==> config.mk <==
export PLATFORM = sky130hd
export DESIGN_NAME = ibuf_offset_cal
export DESIGN_NICKNAME = d
export VERILOG_FILES = /design/src/rtl/ibuf_offset_cal.sv
export SDC_FILE = /design/constraint.sdc
export NUM_CORES = 1
export LEC_CHECK = 0
export CAP_MARGIN = 20
export CORE_UTILIZATION = 30
export CTS_CLUSTER_SIZE = 40
export DETAILED_ROUTE_END_ITERATION = 8
export PLACE_DENSITY = 0.53
export SLEW_MARGIN = 25
export SYNTH_ARGS = -nofsm -noshare
export SYNTH_HDL_FRONTEND = slang
export SYNTH_SLANG_ARGS = --single-unit
==> constraint.sdc <==
create_clock -name clk -period 1.95 [get_ports clk]
set_input_delay 0.195 -clock clk [delete_from_list [all_inputs] [get_ports clk]]
set_output_delay 0.195 -clock clk [all_outputs]
set_load 0.005 [all_outputs]
==> src/rtl/ibuf_offset_cal.sv <==
`default_nettype none
// +----------------------------------------------------------------------------+
// | Module      : ibuf_offset_cal                                               |
// | Description : Input-buffer offset trim sweep; finds the comparator trip     |
// |               code and holds it for normal operation.                       |
// | Revision    : 1.0  initial release                                          |
// +----------------------------------------------------------------------------+
module ibuf_offset_cal #(
  parameter int SETTLE_CYCLES = 8,
  parameter int SAMPLES       = 16
) (
  input  logic       clk,
  input  logic       rst_n,
  input  logic       start,
  input  logic       o_in,
  output logic [3:0] osc,
  output logic       osc_en,
  output logic       busy,
  output logic       done,
  output logic [3:0] cal_code,
  output logic       cal_ok,
  output logic       err_sat_lo,
  output logic       err_sat_hi
);

  localparam logic [3:0] c_CODE_ZERO   = 4'b1000;
  localparam logic [3:0] c_IDX_FIRST   = 4'd0;
  localparam logic [3:0] c_IDX_LAST    = 4'd14;
  localparam logic [7:0] c_SETTLE_LAST = 8'(SETTLE_CYCLES - 1);
  localparam logic [7:0] c_SAMPLE_LAST = 8'(SAMPLES - 1);
  localparam logic [8:0] c_SAMPLES_9   = 9'(SAMPLES);

  typedef enum logic [2:0] {
    ST_IDLE   = 3'd0,
    ST_SETTLE = 3'd1,
    ST_SAMPLE = 3'd2,
    ST_EVAL   = 3'd3,
    ST_FINISH = 3'd4
  } state_t;

  state_t     r_state;
  logic [1:0] r_sync;
  logic [3:0] r_idx;
  logic [7:0] r_cnt;
  logic [7:0] r_ones;
  logic [3:0] r_osc;
  logic [3:0] r_cal_code;
  logic       r_osc_en;
  logic       r_busy;
  logic       r_done;
  logic       r_cal_ok;
  logic       r_err_lo;
  logic       r_err_hi;
  logic       w_hit;

  // Step index 0..14 maps to signed offset idx-7 in sign/magnitude; 4'b0000 never appears.
  function automatic logic [3:0] f_code(input logic [3:0] idx);
    if (idx >= 4'd7) begin
      return {1'b1, 3'(idx - 4'd7)};
    end else begin
      return {1'b0, 3'(4'd7 - idx)};
    end
  endfunction

  always_ff @(posedge clk or negedge rst_n) begin
    if (!rst_n) begin
      r_sync <= 2'b00;
    end else begin
      r_sync <= {r_sync[0], o_in};
    end
  end

  // Majority vote with ties resolved as a trip.
  assign w_hit = ({r_ones, 1'b0} >= c_SAMPLES_9);

  always_ff @(posedge clk or negedge rst_n) begin
    if (!rst_n) begin
      r_state    <= ST_IDLE;
      r_idx      <= 4'd0;
      r_cnt      <= 8'd0;
      r_ones     <= 8'd0;
      r_osc      <= c_CODE_ZERO;
      r_cal_code <= c_CODE_ZERO;
      r_osc_en   <= 1'b0;
      r_busy     <= 1'b0;
      r_done     <= 1'b0;
      r_cal_ok   <= 1'b0;
      r_err_lo   <= 1'b0;
      r_err_hi   <= 1'b0;
    end else begin
      r_done <= 1'b0;
      case (r_state)
        ST_IDLE: begin
          if (start) begin
            r_state  <= ST_SETTLE;
            r_idx    <= c_IDX_FIRST;
            r_cnt    <= 8'd0;
            r_ones   <= 8'd0;
            r_osc    <= f_code(c_IDX_FIRST);
            r_osc_en <= 1'b1;
            r_busy   <= 1'b1;
            r_cal_ok <= 1'b0;
            r_err_lo <= 1'b0;
            r_err_hi <= 1'b0;
          end
        end
        ST_SETTLE: begin
          if (r_cnt == c_SETTLE_LAST) begin
            r_cnt   <= 8'd0;
            r_state <= ST_SAMPLE;
          end else begin
            r_cnt <= r_cnt + 8'd1;
          end
        end
        ST_SAMPLE: begin
          r_ones <= r_ones + {7'd0, r_sync[1]};
          if (r_cnt == c_SAMPLE_LAST) begin
            r_cnt   <= 8'd0;
            r_state <= ST_EVAL;
          end else begin
            r_cnt <= r_cnt + 8'd1;
          end
        end
        ST_EVAL: begin
          if (w_hit || (r_idx == c_IDX_LAST)) begin
            // The FINISH-cycle outputs are loaded here so they are visible for that whole cycle.
            r_cal_code <= f_code(r_idx);
            r_osc      <= f_code(r_idx);
            r_cal_ok   <= w_hit && (r_idx != c_IDX_FIRST);
            r_err_lo   <= w_hit && (r_idx == c_IDX_FIRST);
            r_err_hi   <= !w_hit;
            r_done     <= 1'b1;
            r_busy     <= 1'b0;
            r_osc_en   <= 1'b0;
            r_state    <= ST_FINISH;
          end else begin
            r_idx   <= r_idx + 4'd1;
            r_osc   <= f_code(r_idx + 4'd1);
            r_ones  <= 8'd0;
            r_state <= ST_SETTLE;
          end
        end
        ST_FINISH: begin
          r_state <= ST_IDLE;
        end
        default: begin
          r_state <= ST_IDLE;
        end
      endcase
    end
  end

  assign osc        = r_osc;
  assign osc_en     = r_osc_en;
  assign busy       = r_busy;
  assign done       = r_done;
  assign cal_code   = r_cal_code;
  assign cal_ok     = r_cal_ok;
  assign err_sat_lo = r_err_lo;
  assign err_sat_hi = r_err_hi;

endmodule
`default_nettype wire

==> out/qor.csv <==
stage,metric,value,unit
status,status,"finished, violations left",
status,violations,negative setup slack,
final_layout,final_nets,257,
logic_synthesis,ys_ff_latch,38,
global_route,antenna_found_initial,0,
floorplan,die_h,83.61,µm
worst_setup_path,path_cells,or4_4 -> or3b_4 -> nand3_4 -> mux2_4,
flow_run,drv_cap,0,
floorplan,row_count,29,
placement,hpwl,3027,µm
floorplan,core_region_area,0.006386,mm²
final_layout,n_antenna_cell,0,
sta,whs,0.3326,ns
sta,finClkSkew,0.003851,ns
worst_setup_path,path_max_fanout,5,
sta,fin_crit_sh,1.007,
logic_synthesis,yosys-top-cells-area,"dfrtp_1 (45%), o21ai_0 (6.5%), a21oi_1 (3.8%)",
min_path,min_path_cells,1,
final_layout,syn_to_final_growth,27.55,%
clock_tree,cts_max_level,2,
floorplan,dieArea,0.006991,mm²
worst_setup_path,criticalPathCategory,flip-flop to flip-flop,
clock_tree,path_clk_slew,0.08,ns
routing,dr.pass1.iters,4,
sta,slew_headroom,0.6448,
logic_synthesis,synthMuxAreaShare,0.01127,
sta,grt_setup_unrepaired,yes,
worst_setup_path,critPathMaxStageDelay,0.56,ns
worst_setup_path,cp.arrival,2.14,ns
clock_tree,clock_tree.root_cell,clkbuf_8,
sta,setup-tns-final,-0.02319,ns
logic_synthesis,synth_edf_count,0,
floorplan,io_pins,18,
routing,ant_nets,0,
worst_setup_path,cp.required,2.13,ns
logic_synthesis,synth_area_per_cell,9.561,µm²
logic_synthesis,synth_top_cell_area_share,0.4508,
logic_synthesis,synth_compound_area_frac,0.2048,
worst_setup_path,end_kind,flip-flop,
logic_synthesis,synthXorXnorAreaFrac,0.02630,
sta,fmaxAchievable,0.5094,GHz
worst_setup_path,critPathSlowestCell,or4_4,
logic_synthesis,syn-num-nets,219,
logic_synthesis,syn_inst,209,
routing,routed_wl,4469,µm
floorplan,initial_core_util,0.3129,
placement,gp_congestion,0.7907,
global_route,grt.overflow.total,0,
sta,report.final.slew_viol_count,0,
logic_synthesis,synth-simple-area-share,0.1935,
logic_synthesis,yosysSeqAreaShare,0.4771,
final_layout,final_util,0.3991,
logic_synthesis,synth-adder-area-share,0.03757,
logic_synthesis,ys_top_cells_by_count,"dfrtp_1 (36), o21ai_0 (26), nand2_1 (20)",
power,power.density,1113,mW/mm²
logic_synthesis,yosysMostFrequentCell,dfrtp_1,
worst_setup_path,worstSetupStartpointType,flip-flop,
final_layout,drive_gt1_frac,0.2137,
logic_synthesis,synthFlopType,dfrtp_1,
placement,io_buffers,17,
power,cellLeakagePower,1.109,nW
clock_tree,clock_latency,0.29,ns
sta,setup_viol,2,
min_path,min_path_type,primary input to flip-flop,
power,ir_worst_vdd,604.4,µV
routing,drt_iter0_drc,121,
sta,tightest_slew,0.5282,ns
logic_synthesis,synth_area,0.001998,mm²
global_route,grt.total_usage,0.1371,
floorplan,die_w,83.61,µm
routing,wl_per_cell,13.75,µm
worst_setup_path,reg2reg_depth,4,
logic_synthesis,yosysWarnings,0,
power,power,2.835,mW
sta,period_needed,1.963,ns
placement,dp_slack,-0.02257,ns
clock_tree,cts.sinks,38,
sta,setup_slack,-0.01325,ns
routing,via_per_inst,5.129,
routing,num_vias,1667,
global_route,grt_first_pass_wirelength,7714,µm
logic_synthesis,synth.distinct_cells,50,
clock_tree,cts_buffers,5,
sta,finalHoldViolations,0,
routing,drc,0,
logic_synthesis,synth_top_family_by_area,compound AO/OA/AOI/OAI gates,
clock_tree,clock_path_buffers,2,
global_route,grt_max_degree,39,
clock_tree,cts_tree,built,
logic_synthesis,async_flop_share,1.000,
global_route,first_global_vias,1662,
logic_synthesis,yosys.area.top_type,dfrtp_1,
## per-layer routing
layer / share of wire / GRT usage / wire [µm]
met1: 0.49 / 0.1848 / 2191
met2: 0.46 / 0.2136 / 2050
met3: 0.029 / 0.03066 / 130
met4: 0.022 / 0.05393 / 97
met5: 0 / 0 / 0
## critical path, delay by kind of cell, from the launching register on
kind | cells | cell delay [ns]
flip-flops | 1 | 0.39
multiplexers | 1 | 0.31
AND/OR/NAND/NOR | 3 | 1.16
## worst paths after layout
kind	start	to	slack, ns
max	r_ones[6]	cal_code[1]	-0.01
min	o_in	r_sync[0]	0.33
max reg2reg	r_ones[6]	cal_code[1]	-0.01
min reg2reg	r_sync[0]	r_sync[1]	0.36
max in group asynchronous	rst_n	osc[3]	1.10
min in group asynchronous	rst_n	r_cnt[7]	0.48
## placed cells by master (no fill, tap or decap), types with 2 or more instances in the layout
cell type	count
a21o_1	3
a21oi_1	13
a21oi_2	2
a22o_1	2
a31oi_1	6
and3_1	2
buf_2	2
buf_4	19
buf_6	2
clkbuf_8	6
clkdlybuf4s50_1	16
dfrtp_1	36
dfstp_2	2
ha_1	6
inv_1	8
mux2_4	2
nand2_1	20
nand2b_1	2
nand3_1	7
nand3_2	3
nand4_1	3
nor2_1	13
nor2b_1	5
nor3_1	2
nor3_2	2
o21ai_0	25
o31ai_2	2
or3_1	2
xnor2_1	4
xor2_1	2
## stage by stage
stage	instances	instance area [µm²]
global route	325	2549
finish	325	2549
global placement	312	2333
floorplan	209	2006
CTS	322	2465
detailed placement	312	2333
## final cells by class
| class | instances | area, µm² |
|---|---|---|
| fillers | 637 | 3837 |
| multi-input cells | 154 | 1032 |
| flip-flops and latches | 38 | 953.4 |
| repair buffers | 40 | 345.3 |
| well taps | 77 | 96.34 |
| clock buffers | 7 | 86.33 |
| inverters | 8 | 30.03 |
| clock inverters | 1 | 5.005 |
## state kept, by name (all words and copies together), names as in the netlist
register,count
r_cnt,8
r_ones,8
cal_code,4
osc,4
r_idx,4
r_state,3
r_sync,2
busy,1
cal_ok,1
done,1
err_sat_hi,1
err_sat_lo,1
## report_power, final
group	internal, mW	switching (mW)
combinational	0.532	0.692
clock	0.286	0.292
sequential	0.913	0.120
## kinds of logic (layout without fill, tap and decap cells)
| logic type | after synthesis | in the layout |
|---|---|---|
| simple gates | 72 | 72 |
| compound gates | 68 | 68 |
| flops | 38 | 38 |
| buf+inv | 17 | 56 |
| fa+ha+maj | 6 | 6 |
| xor+xnor | 6 | 6 |
| mux | 2 | 2 |
## what timing repair did
action                                  CTS  global route
gates cloned                              0             1
hold buffers                              1             0
pin swaps                                 4             4
hold endpoints to repair                 36             0
buffers inserted                          1             2
endpoints found under the setup margin    5            21
gates resized for setup                   5            14
No activity file was read; power rests on OpenSTA's default activity.
==> edit: new RTL, same settings <==
Put one more register stage on the output `cal_code`, with the module's reset. The value now appears one clock later. The other outputs are not delayed to match.
--- a/src/rtl/ibuf_offset_cal.sv
+++ b/src/rtl/ibuf_offset_cal.sv
@@ -154,7 +154,13 @@
   assign osc_en     = r_osc_en;
   assign busy       = r_busy;
   assign done       = r_done;
-  assign cal_code   = r_cal_code;
+  always_ff @(posedge clk or negedge rst_n) begin
+    if (!rst_n) begin
+      cal_code <= '0;
+    end else begin
+      cal_code <= r_cal_code;
+    end
+  end
   assign cal_ok     = r_cal_ok;
   assign err_sat_lo = r_err_lo;
   assign err_sat_hi = r_err_hi;
Behaviour: not the same (Yosys sat finds a counterexample within 4 cycles, from zero or initial values and one cycle with rst_n low).
==> edit against the unedited design <==
  * Area after synthesis up 8.8%
  * Wire length rose by 9.1%
  * Utilization is 2.2 points higher
  * Power up 18%
  * Sequential share of layout area fell by 1.1 points
  * Sequential cell count grew 4
  * Setup slack improved by 0.041 ns
  * Cell area grew 14%
  * Critical endpoint is now r_ones[6]
==> edit: results (changes against the unedited design) <==
Parameter                              Value

Global route
  Fraction of met1 tracks used by global routing    19.9% (was 18.5%)
  Via count of the first global-routing pass    1,746 (was 1,662)
  Met2 track demand over resource in global routing    22.8% (was 21.4%)
  Overall track demand over capacity in global routing    14.3% (was 13.7%)
  Global Route met3 Usage    3.13% (was 3.07%)
  First-pass GRT wire length    8410 um (was 7710 um)
  Maximum number of pins on one net before global-route repair    23 (was 39)

Final layout
  Layout cell share with drive strength beyond 1    26.2% (was 21.4%)
  Total of fill cells in the finished design    691 (was 637)
  Largest registers    r_cnt x8, r_ones x8 (unchanged)
  # nets final    291 (was 257)
  Final cell count without fillers    378 (was 325)

Place
  Number of buffer cells added on primary ports    17 (unchanged)
  HPWL after DPL    3650 um (was 3030 um)
  Post-DP Area    0.00272 mm2 (was 0.00233 mm2)
  Number of cells after detailed placement    367 (was 312)
  Weighted congestion at the end of routability-driven global placement    0.856 (was 0.791)

Setup path
  Launch instance of the worst register-to-register path    r_ones[7] (was r_ones[6])
  Startpoint type of the worst setup path    flip-flop (unchanged)
  End of the worst register-to-register path    r_ones[6] (was cal_code[1])
  Reg2reg path depth    5 (was 4)
  Worst-path maximum fanout    4 (was 5)
  Setup slack of the most critical reg-to-reg path    0.03 ns (was -0.01 ns)

Route
  Aggregate routed wire length    4880 um (was 4470 um)
  Met1 WL    2510 um (was 2190 um)
  First-iteration detailed-routing DRC count    86 (was 121)
  Total length of routed met2 wires    2180 um (was 2050 um)
  Met3 wire length    144 um (was 130 um)
  Vias per Instance    4.82 (was 5.13)
  Detailed-router iteration count before antenna repair    4 (unchanged)

Logic synthesis
  Proportion of synthesized area in mux cells    1.04% (was 1.13%)
  Synth Instances    227 (was 209)
  Adder-cell area share of the yosys netlist    3.45% (was 3.76%)
  Compound-cell area share of the yosys netlist    20.3% (was 20.5%)
  List of most frequent post-synthesis cells    40 x dfrtp_1, 22 x o21ai_0, 16 x nand2_1, 16 x nor2_1, 13 x a21oi_1 (was 36 x dfrtp_1, 26 x o21ai_0, 20 x nand2_1)
  Number of library cell types mapped by synthesis    47 (was 50)
  Post-synthesis xor/xnor area fraction    3.62% (was 2.63%)
  Net count after synthesis    237 (was 219)
  Sequential fraction of the synthesis area    48.4% (was 47.7%)
  Largest cells by area after synthesis    dfrtp_1 46%, o21ai_0 5.1%, ha_1 3.5%, a21oi_1 3.0%, xnor2_1 2.8% (was dfrtp_1 45%, o21ai_0 6.5%, a21oi_1 3.8%, ha_1 3.8%, nand2_1 3.8%)

Clocking
  Number of H-tree branching levels    2 (unchanged)

Status
  Result of the run    finished, final reports clean (was finished, violations left)

Power
  Maximum vdd drop    562 uV (was 604 uV)
  Reported leakage power    0.00128 uW (was 0.00111 uW)

Timing
  Final Skew    0.0114 ns (was 0.00385 ns)
  Min Hold Slack    0.334 ns (was 0.333 ns)
  Worst-case headroom to the max-slew limit    64.9% (was 64.5%)

Hold path
  Worst min path class    in2reg (unchanged)
  Hold Path Stages    1 (unchanged)
-- edit: cell count changes after synthesis, sizes merged, moves of 3 or more --
cell,before,now
nor4,0,3
nand2,20,16
nand2b,2,9
dfrtp,36,40
nor2b,5,2
o21ai,26,23
xnor2,4,7
clkbuf,4,8
a31oi,7,2
nor3,4,7
-- edit: through the flow --
step,setup WS [ns],setup TNS [ns],utilization [%]
floorplan,-0.0292,-0.0514,-
global placement,-0.0428,-0.0842,39.3
detailed placement,-0.0542,-0.123,39.3
CTS,-0.0147,-0.0147,41.5
global route,-0.0965,-0.239,42.1
finish,0.0273,0,42.1
-- edit: worst max-delay path, delay by kind of cell, from the launching register on --
| family | cells | cell delay (ns) |
|---|---|---|
| AND/OR/NAND/NOR | 3 | 1.14 |
| flip-flops | 1 | 0.38 |
| AO/OA/AOI/OAI | 2 | 0.34 |
-- edit: area by class of cell --
type                    instances  share of cell area (%)
repair buffers                 58                    16.8
inverters                       7                   0.904
flip-flops and latches         42                    36.3
well taps                      96                    4.13
clock buffers                   5                    2.37
multi-input cells             167                    38.0
clock inverters                 3                    1.51
-- edit: what timing repair did --
item	in CTS	in global routing
hold endpoints to repair	20	0
endpoints found under the setup margin	5	13
pin swaps	3	2
setup buffers	2	0
hold buffers	1	0
resized for setup	3	12
-- edit: report_power, final --
group	internal (uW)	total, uW	switching [uW]
combinational	727	1430	699
sequential	1070	1220	151
clock	384	703	319
total	2180	3350	1170
-- edit: cell families after synthesis --
| logic type | count (synthesis) |
|---|---|
| buffers and inverters | 18 |
| muxes | 2 |
| AOI/OAI and AO/OA | 69 |
| xor gates and xnor gates | 9 |
| and+or+nand+nor | 81 |
| adders and majority gates | 6 |
| DFF | 42 |
